--- config.mk ---
export PLATFORM = sky130hd
export DESIGN_NAME = dmem_ctrl_flat
export DESIGN_NICKNAME = d
export VERILOG_FILES = /design/src/rtl/dmem_pkg.sv /design/src/rtl/dmem_if.sv /design/src/rtl/dmem_load_fmt.sv /design/src/rtl/dmem_ctrl.sv /design/src/flat_wrapper.sv
export SDC_FILE = /design/constraint.sdc
export NUM_CORES = 1
export LEC_CHECK = 0
export ABC_AREA = 0
export BUFFER_PORTS_ARGS = -buffer_cell sky130_fd_sc_hd__buf_4
export CAP_MARGIN = 40
export CORE_MARGIN = 3
export CORE_UTILIZATION = 25
export DETAILED_ROUTE_END_ITERATION = 16
export GPL_TIMING_DRIVEN = 0
export SYNTH_ARGS = -nofsm -noshare
export SYNTH_HDL_FRONTEND = slang
export SYNTH_HIERARCHICAL = 1
export SYNTH_SLANG_ARGS = --single-unit
export TNS_END_PERCENT = 30
--- constraint.sdc ---
create_clock -name clk_i -period 1.6 [get_ports clk_i]
set_input_delay 0.08 -clock clk_i [delete_from_list [all_inputs] [get_ports clk_i]]
set_output_delay 0.08 -clock clk_i [all_outputs]
set_load 0.05 [all_outputs]
--- src/rtl/dmem_pkg.sv ---
// dmem_ctrl shared types: funct3 codes, FSM states, byte enables.
// Optional alignment checking is enabled by DMEM_ALIGN_CHECK_EN.
package dmem_pkg;

  localparam logic [2:0] F3_B  = 3'b000;
  localparam logic [2:0] F3_H  = 3'b001;
  localparam logic [2:0] F3_W  = 3'b010;
  localparam logic [2:0] F3_BU = 3'b100;
  localparam logic [2:0] F3_HU = 3'b101;

  localparam logic [3:0] BE_NONE = 4'b0000;
  localparam logic [3:0] BE_B    = 4'b0001;
  localparam logic [3:0] BE_H    = 4'b0011;
  localparam logic [3:0] BE_W    = 4'b1111;

  typedef enum logic {
    IDLE,
    RD
  } state_e;

  typedef enum logic [1:0] {
    SZ_B,
    SZ_H,
    SZ_W
  } size_e;

  // Unsupported codes fall through to word size.
  function automatic size_e f3_size(
    input logic       we,
    input logic [2:0] f3
  );
    size_e sz;
    sz = SZ_W;
    unique case (1'b1)
      f3 == F3_B,
      !we && f3 == F3_BU: sz = SZ_B;
      f3 == F3_H,
      !we && f3 == F3_HU: sz = SZ_H;
      default:            sz = SZ_W;
    endcase
    return sz;
  endfunction

  function automatic logic f3_legal(
    input logic       we,
    input logic [2:0] f3
  );
    logic ok;
    ok = (f3 == F3_B) || (f3 == F3_H) ||
         (f3 == F3_W);
    if (!we)
      ok = ok || (f3 == F3_BU) ||
           (f3 == F3_HU);
    return ok;
  endfunction

endpackage

--- src/rtl/dmem_if.sv ---
// dmem_ctrl bus bundle: core request/response and SRAM port.
// slave = controller side, master = core/SRAM side.
interface dmem_if #(
  parameter int ADDR_WIDTH = 12
);
  logic                  req_valid_i;
  logic                  req_ready_o;
  logic                  req_we_i;
  logic [2:0]            req_funct3_i;
  logic [ADDR_WIDTH-1:0] req_addr_i;
  logic [31:0]           req_wdata_i;
  logic                  rsp_valid_o;
  logic [31:0]           rsp_rdata_o;
  logic                  rsp_err_o;
  logic                  mem_en_o;
  logic [3:0]            mem_we_o;
  logic [ADDR_WIDTH-3:0] mem_addr_o;
  logic [31:0]           mem_wdata_o;
  logic [31:0]           mem_rdata_i;

  modport slave (
    input  req_valid_i, req_we_i,
    input  req_funct3_i, req_addr_i,
    input  req_wdata_i, mem_rdata_i,
    output req_ready_o, rsp_valid_o,
    output rsp_rdata_o, rsp_err_o,
    output mem_en_o, mem_we_o,
    output mem_addr_o, mem_wdata_o
  );

  modport master (
    output req_valid_i, req_we_i,
    output req_funct3_i, req_addr_i,
    output req_wdata_i, mem_rdata_i,
    input  req_ready_o, rsp_valid_o,
    input  rsp_rdata_o, rsp_err_o,
    input  mem_en_o, mem_we_o,
    input  mem_addr_o, mem_wdata_o
  );
endinterface

--- src/rtl/dmem_load_fmt.sv ---
// Load lane select and sign/zero extension of an SRAM word.
// Purely combinational.
module dmem_load_fmt
  import dmem_pkg::*;
(
  input  logic [31:0] word,
  input  size_e       size,
  input  logic        uns,
  input  logic [1:0]  off,
  output logic [31:0] data
);

  logic [7:0]  b;
  logic [15:0] h;

  always_comb begin
    b    = word[{off, 3'b000} +: 8];
    h    = off[1] ? word[31:16] : word[15:0];
    data = word;
    unique case (size)
      SZ_B:    data = {{24{~uns & b[7]}}, b};
      SZ_H:    data = {{16{~uns & h[15]}}, h};
      default: data = word;
    endcase
  end

endmodule

--- src/rtl/dmem_ctrl.sv ---
// RV32I data-memory controller between core LSU and a 1-cycle SRAM.
// Define DMEM_ALIGN_CHECK_EN to fault misaligned/unsupported accesses.
module dmem_ctrl
  import dmem_pkg::*;
#(
  parameter int ADDR_WIDTH = 12
) (
  input  logic  clk_i,
  input  logic  rst_i,
  dmem_if.slave bus
);

  state_e      state, state_nx;
  logic        ready, accept, fault;
  logic        we;
  logic [2:0]  f3;
  logic [1:0]  off;
  size_e       size;
  logic [3:0]  be;
  logic [31:0] wdata;

  size_e       size_q;
  logic        uns_q;
  logic [1:0]  off_q;
  logic [31:0] fmt;

  assign we   = bus.req_we_i;
  assign f3   = bus.req_funct3_i;
  assign off  = bus.req_addr_i[1:0];
  assign size = f3_size(we, f3);

`ifdef DMEM_ALIGN_CHECK_EN
  assign fault = !f3_legal(we, f3) ||
                 (size == SZ_H && off[0]) ||
                 (size == SZ_W && off != 2'b00);
`else
  assign fault = 1'b0;
`endif

  always_ff @(posedge clk_i) begin
    if (rst_i) state <= IDLE;
    else       state <= state_nx;
  end

  always_comb begin
    state_nx = state;
    ready    = 1'b0;
    accept   = 1'b0;
    unique case (state)
      IDLE: begin
        ready  = !rst_i;
        accept = ready && bus.req_valid_i;
        if (accept && !we && !fault)
          state_nx = RD;
      end
      RD:      state_nx = IDLE;
      default: state_nx = IDLE;
    endcase
  end

  always_comb begin
    be    = BE_W;
    wdata = bus.req_wdata_i;
    unique case (size)
      SZ_B: begin
        be    = BE_B << off;
        wdata = {4{bus.req_wdata_i[7:0]}};
      end
      SZ_H: begin
        be    = off[1] ? (BE_H << 2) : BE_H;
        wdata = {2{bus.req_wdata_i[15:0]}};
      end
      default: begin
        be    = BE_W;
        wdata = bus.req_wdata_i;
      end
    endcase
  end

  assign bus.req_ready_o = ready;
  assign bus.mem_en_o    = accept && !fault;
  assign bus.mem_we_o    = (bus.mem_en_o && we) ?
                           be : BE_NONE;
  assign bus.mem_addr_o  =
    bus.req_addr_i[ADDR_WIDTH-1:2];
  assign bus.mem_wdata_o = wdata;

  always_ff @(posedge clk_i) begin
    if (rst_i) begin
      size_q <= SZ_W;
      uns_q  <= 1'b0;
      off_q  <= 2'b00;
    end else if (accept) begin
      size_q <= size;
      uns_q  <= f3[2];
      off_q  <= off;
    end
  end

  dmem_load_fmt u_fmt (
    .word (bus.mem_rdata_i),
    .size (size_q),
    .uns  (uns_q),
    .off  (off_q),
    .data (fmt)
  );

  // Stores and faults answer next cycle; loads answer from RD.
  always_ff @(posedge clk_i) begin
    if (rst_i) begin
      bus.rsp_valid_o <= 1'b0;
      bus.rsp_rdata_o <= '0;
      bus.rsp_err_o   <= 1'b0;
    end else begin
      bus.rsp_valid_o <= 1'b0;
      if (state == RD) begin
        bus.rsp_valid_o <= 1'b1;
        bus.rsp_rdata_o <= fmt;
        bus.rsp_err_o   <= 1'b0;
      end else if (accept && (we || fault)) begin
        bus.rsp_valid_o <= 1'b1;
        bus.rsp_rdata_o <= '0;
        bus.rsp_err_o   <= fault;
      end
    end
  end

endmodule

--- src/flat_wrapper.sv ---
// flat-port wrapper written by rule: the top's interface ports become plain ports
module dmem_ctrl_flat import dmem_pkg::*;
#(
  parameter int ADDR_WIDTH = 12
)
  (clk_i, rst_i, bus_req_valid_i, bus_req_we_i, bus_req_funct3_i, bus_req_addr_i, bus_req_wdata_i, bus_mem_rdata_i, bus_req_ready_o, bus_rsp_valid_o, bus_rsp_rdata_o, bus_rsp_err_o, bus_mem_en_o, bus_mem_we_o, bus_mem_addr_o, bus_mem_wdata_o);
  dmem_if #(.ADDR_WIDTH(ADDR_WIDTH)) bus_i ();
  input  logic clk_i;
  input  logic rst_i;
  input wire logic [$bits(bus_i.req_valid_i)-1:0] bus_req_valid_i;
  input wire logic [$bits(bus_i.req_we_i)-1:0] bus_req_we_i;
  input wire logic [$bits(bus_i.req_funct3_i)-1:0] bus_req_funct3_i;
  input wire logic [$bits(bus_i.req_addr_i)-1:0] bus_req_addr_i;
  input wire logic [$bits(bus_i.req_wdata_i)-1:0] bus_req_wdata_i;
  input wire logic [$bits(bus_i.mem_rdata_i)-1:0] bus_mem_rdata_i;
  output wire logic [$bits(bus_i.req_ready_o)-1:0] bus_req_ready_o;
  output wire logic [$bits(bus_i.rsp_valid_o)-1:0] bus_rsp_valid_o;
  output wire logic [$bits(bus_i.rsp_rdata_o)-1:0] bus_rsp_rdata_o;
  output wire logic [$bits(bus_i.rsp_err_o)-1:0] bus_rsp_err_o;
  output wire logic [$bits(bus_i.mem_en_o)-1:0] bus_mem_en_o;
  output wire logic [$bits(bus_i.mem_we_o)-1:0] bus_mem_we_o;
  output wire logic [$bits(bus_i.mem_addr_o)-1:0] bus_mem_addr_o;
  output wire logic [$bits(bus_i.mem_wdata_o)-1:0] bus_mem_wdata_o;
  assign bus_i.req_valid_i = bus_req_valid_i;
  assign bus_i.req_we_i = bus_req_we_i;
  assign bus_i.req_funct3_i = bus_req_funct3_i;
  assign bus_i.req_addr_i = bus_req_addr_i;
  assign bus_i.req_wdata_i = bus_req_wdata_i;
  assign bus_i.mem_rdata_i = bus_mem_rdata_i;
  assign bus_req_ready_o = bus_i.req_ready_o;
  assign bus_rsp_valid_o = bus_i.rsp_valid_o;
  assign bus_rsp_rdata_o = bus_i.rsp_rdata_o;
  assign bus_rsp_err_o = bus_i.rsp_err_o;
  assign bus_mem_en_o = bus_i.mem_en_o;
  assign bus_mem_we_o = bus_i.mem_we_o;
  assign bus_mem_addr_o = bus_i.mem_addr_o;
  assign bus_mem_wdata_o = bus_i.mem_wdata_o;
  dmem_ctrl #(.ADDR_WIDTH(ADDR_WIDTH)) u_core (.clk_i(clk_i), .rst_i(rst_i), .bus(bus_i));
endmodule
## Word-level counts from Yosys, hierarchy flattened

Index checks and enable logic that the tools add are counted.

- Bits in registers: 39
- Input port bits: 83
- Output and inout port bits: 82

- Eq/ne operators: 5
- Shift-type cells: 2
- Muxes and demuxes: 15
- Bitwise operators: 4
- Reductions and logical operators: 13

Operators with widths:

| operator | number |
|---|---|
| one-hot mux 32 bit (2 select lines) | 2 |
| 2-to-1 mux 32 bit | 2 |
| variable part select 32 x 6 -> 8 bit | 1 |
| 2-to-1 mux 16 bit | 1 |
| 2-to-1 mux 4 bit | 2 |
| one-hot mux 4 bit (2 select lines) | 1 |
| equality test 3 bit (second input constant) | 2 |
| logical AND 1 bit | 5 |
| 2-to-1 mux 1 bit | 5 |
| equality test 2 x 1 -> 1 bit (second input constant) | 2 |
| zero test 2 bit | 2 |
| one-hot mux 2 bit (2 select lines) | 1 |
| OR reduction 2 bit | 2 |
| left shift 1 x 2 -> 4 bit (first input constant) | 1 |
| equality test 3 x 1 -> 1 bit (second input constant) | 1 |
| zero test 3 bit | 1 |
| AND 1 bit | 2 |
| zero test 1 bit | 2 |
| NOT 1 bit | 2 |
| one-hot mux 1 bit (2 select lines) | 1 |
| nonzero test 2 bit | 1 |

## Logic depth before layout (Yosys ltp)

- Depth in word-level cells: 7
- Mapped depth: 7
- Mapped depth without buffers: 5

## Modules after synthesis

The synthesis kept the hierarchy.

Modules (own cells, without submodules):

| module | times used | cells each | area an instance (um2) | sequential area each (um2) |
|---|---|---|---|---|
| dmem_ctrl | 1 | 180 | 1,794.2 | 780.7 |
| dmem_load_fmt | 1 | 122 | 694.4 | 0.0 |

## Worst setup path after synthesis

Ideal clock, no wire load.

- Kind: register to output
- From: reg u_core.state
- To: out bus_mem_we_o[0]
- Arrival: 2.099 ns
- Required time: 1.520 ns
- Slack: -0.579 ns
- Stages on the path, launching flop included: 4
- Path buffers: 0
- Cell sequence: dfxtp_1 -> nor2_1 -> nand3_1 -> a21oi_1

- Cells in the longest elaborated chain, start to end: 3

Ends and longest elaborated chain:

| what | RTL line | text |
|---|---|---|
| from (decl) | dmem_ctrl.sv:13 | `state_e state, state_nx;` |
| from (signal assigned) | dmem_ctrl.sv:42 | `else state <= state_nx;` |
| 2-to-1 mux 1 bit | dmem_ctrl.sv:49 | `unique case (state)` |
| logical AND 1 bit | dmem_ctrl.sv:82 | `assign bus.mem_we_o = (bus.mem_en_o && we) ?` |
| 2-to-1 mux 4 bit | dmem_ctrl.sv:82 |  |
| to (decl) | flat_wrapper.sv:21 | `output wire logic [$bits(bus_i.mem_we_o)-1:0] bus_mem_we_o;` |

No other way between the ends.

## Final worst setup path

- From: reg u_core.off_q[0]
- To: reg u_core.bus.rsp_rdata_o[14]

- Cells in the longest elaborated chain, start to end: 4

Ends and longest elaborated chain:

| what | RTL line | text |
|---|---|---|
| from (decl) | dmem_ctrl.sv:24 | `logic [1:0] off_q;` |
| from (signal assigned) | dmem_ctrl.sv:92 | `off_q <= 2'b00;` |
| from (signal assigned) | dmem_ctrl.sv:96 | `off_q <= off;` |
| variable part select 32 x 6 -> 8 bit | dmem_load_fmt.sv:17 | `b = word[{off, 3'b000} +: 8];` |
| AND 1 bit | dmem_load_fmt.sv:21 | `SZ_B: data = {{24{~uns & b[7]}}, b};` |
| one-hot mux 32 bit (2 select lines) | dmem_load_fmt.sv:20 | `unique case (size)` |
| net u_core.fmt[14] | dmem_ctrl.sv:25 | `logic [31:0] fmt;` |
| 2-to-1 mux 32 bit | dmem_ctrl.sv:116 | `if (state == RD) begin` |
| to (signal assigned) | dmem_ctrl.sv:118 | `bus.rsp_rdata_o <= fmt;` |
| to (decl) | dmem_if.sv:26 | `output rsp_rdata_o, rsp_err_o,` |

The timed path passes the listed nets, and every way through them passes these cells.
A chain may end at the register's enable or synchronous reset.

==> results.toml <==
[status]
status = "completed"

[detailed_routing]
final_antenna_net_count = 0
drtPass1Iterations = 6
drcViolationCount = 0
vias_per_cell = 4.747
totalWireLength_um = 9179
via_count = 2820
first_iter_violations = 141
wl_per_cell_um = 15.45

[global_route]
track_usage_pct = 15.50
grt_max_degree = 13
grt_pass1_wl_um = 14070
antenna_found_initial = 0
gr-total-overflow = 0
grt_pass1_vias = 2881

[synthesis]
synthCells = 302
ys_ff_latch = 39
synth_warnings = 6
ys_async_sr_fraction_pct = 0
synthTopCellsByArea = "dfxtp_1 (31%), a22o_1 (11%), nand2_1 (9.4%)"
synth_nets = 385
synth_edf_count = 0
ys.flop_type = "dfxtp_1"
ys_seq_area_share_pct = 31.37
yosysTopAreaCellShare_pct = 31.37
yosysUniqueCellTypes = 35
netlist_area_um2 = 2489
avgSynthCellArea_um2 = 8.241
yosysTopAreaCell = "dfxtp_1"

[place]
dp_hpwl_um = 7520
place_ws_ns = 0.01210
port_buffers = 152
place_congestion = 0.7997

[clock_network]
htreeDepth = 2
clockRootBuffer = "clkbuf_8"
path_clk_slew_ns = 0.08
clock_latency_ns = 0.29
cts_tree = "built"
clock_tree.buffer_depth = 2
hold_buffers = 0
numCtsBuffers = 5
cts_sinks = 39

[setup_path]
critPathLaunchType = "register"
r2r_end = "u_core/bus.rsp_rdata_o[14]"
worstPathRequired_ns = 1.84
reg2regPathDepth = 6
cp-end-kind = "register"
path_class = "register to register"
cp_max_fo = 8
timing.rr.start = "u_core/off_q[0]"
cp.arrival_ns = 1.83
r2r_setup_slack_ns = 0.008

[floorplanning]
num_io_pins = 165
fp.dieH_um = 105.8
die_x_um = 105.8
core-area_um2 = 9459
rows = 35
start_util_pct = 26.31
fp.dieArea_um2 = 11190

[power_and_ir_drop]
power_density_nw_per_um2 = 797.3
vdd_drop_max_uv = 363.9
p_leak_nw = 1.999

[cells_and_area]
filler_cell_count = 980
diodes = 0
drive_above_1_share_pct = 48.82
area_growth_pct = 61.49
nets = 547

[sta]
slew_violations = 0
setup_violations = 0
finalClockSkew_ns = 0.008148
timing.final.ws_setup_ns = 0.008486
period_minus_slack_ns = 1.592
hold_viol_final = 0
worst_pin_slew_ns = 0.5149
fin_crit_sh_pct = 99.47
setup-tns-final_ns = 0
whs_ns = 0.01165
rsz0062_at_grt = "yes"
max_slew_margin_pct = 65.67
fmax_mhz = 628.3

[flow_run]
cap_violations = 0

[min_path]
hold_class = "input pin to register"
worstHoldStart = "bus_req_we_i"
hold_depth = 2
hold_end = "u_core/state"
==> logic make-up after synthesis <==
family          after synthesis  synth area share [%]
simple gates                100                 17.90
compound gates               89                 27.15
buf+inv                      46                 11.56
flops                        39                 31.37
mux                          27                 11.87
other cells                   1                0.1507
==> critical path: stages (launching register included) <==
cell	delay [ns]
dfxtp_4	0.38
mux2i_4	0.19
mux2_4	0.28
nor4_4	0.27
buf_6	0.16
a221o_1	0.13
a22o_1	0.13
==> report_power, final <==
part | total, W | internal (W) | leakage [nW] | switching, W
clock network | 0.000982 | 0.000624 | 0.0654 | 0.000358
logic | 0.00119 | 0.000467 | 1.61 | 0.000724
registers | 0.00103 | 0.00100 | 0.318 | 0.0000278
==> metrics by stage <==
step / util, % / cells / total power, W / cell area [um2]
after global routing: 42.49 / 594 / 0.003338 / 4019
after detailed placement: 40.26 / 583 / 0.002224 / 3809
after floorplan: - / 302 / 0.001805 / 2506
final: 42.49 / 594 / 0.003204 / 4019
after CTS: 41.68 / 591 / 0.003200 / 3943
after global placement: 40.26 / 583 / 0.002217 / 3809
==> layer usage <==
metal	share of wire [%]	GRT usage [%]	vias to the layer above
met5	0	0	-
met4	1.6	4.810	0
met3	10	4.654	11
met2	49	27.19	153
met1	39	18.06	1275
li1	-	-	1381
==> repair_timing <==
item / in CTS / in global routing
hold endpoints to repair: 0 / 0
gates resized for setup: 1 / 15
cloned: 0 / 0
setup buffers: 0 / 3
pin swaps: 0 / 5
endpoints found under the setup margin: 1 / 24
==> final cells by class <==
| class | instances | area, um2 | share of cell area, % |
|---|---|---|---|
| multi-input combinational | 217 | 1474 | 36.67 |
| timing repair buffer | 155 | 1167 | 29.05 |
| sequential | 39 | 787.0 | 19.58 |
| buffer | 43 | 285.3 | 7.098 |
| tap | 129 | 161.4 | 4.016 |
| clock buffer | 6 | 72.57 | 1.806 |
| clock inverter | 2 | 60.06 | 1.494 |
| inverter | 3 | 11.26 | 0.2802 |
==> cell usage in the layout, fill, tap and decap left out, types with 9 or more instances in the layout <==
master / Yosys / layout
a21oi_1: 21 / 17
a22o_1: 32 / 32
buf_2: 14 / 11
buf_4: 22 / 176
dfxtp_1: 39 / 36
nand2_1: 62 / 62
nor2_1: 15 / 14
nor2b_1: 9 / 9
==> state kept, by name, indices dropped and copies added, names as in the netlist <==
signal,cells
u_core/state,1
u_core/bus.rsp_valid_o,1
u_core/off_q,2
u_core/bus.rsp_rdata_o,32
u_core/size_q,2
u_core/uns_q,1
==> cell usage after synthesis, types with 2 or more instances <==
cell type / n
a21o_1: 3
a21oi_1: 21
a221o_1: 8
a22o_1: 32
a22oi_1: 5
a2bb2oi_1: 3
buf_2: 14
buf_4: 22
buf_6: 2
clkbuf_1: 5
dfxtp_1: 39
inv_1: 3
mux2_1: 8
mux2_2: 8
mux2i_1: 10
nand2_1: 62
nand2b_1: 7
nand3_1: 2
nor2_1: 15
nor2b_1: 9
nor3_1: 2
o21ai_0: 3
o21ai_1: 3
o21bai_1: 3
o22a_1: 3
==> how the worst max path moves through the flow <==
stage	startpoint	endpoint	cells after the start
floorplan	u_core/state	bus_mem_we_o[0]	3
global placement	u_core/size_q[0]	u_core/bus.rsp_rdata_o[16]	6
detailed placement	u_core/size_q[0]	u_core/bus.rsp_rdata_o[16]	6
CTS	u_core/size_q[0]	u_core/bus.rsp_rdata_o[16]	6
global route	u_core/off_q[0]	u_core/bus.rsp_rdata_o[15]	6
finish	u_core/off_q[0]	u_core/bus.rsp_rdata_o[14]	6
No activity file was read; power rests on OpenSTA's default activity.
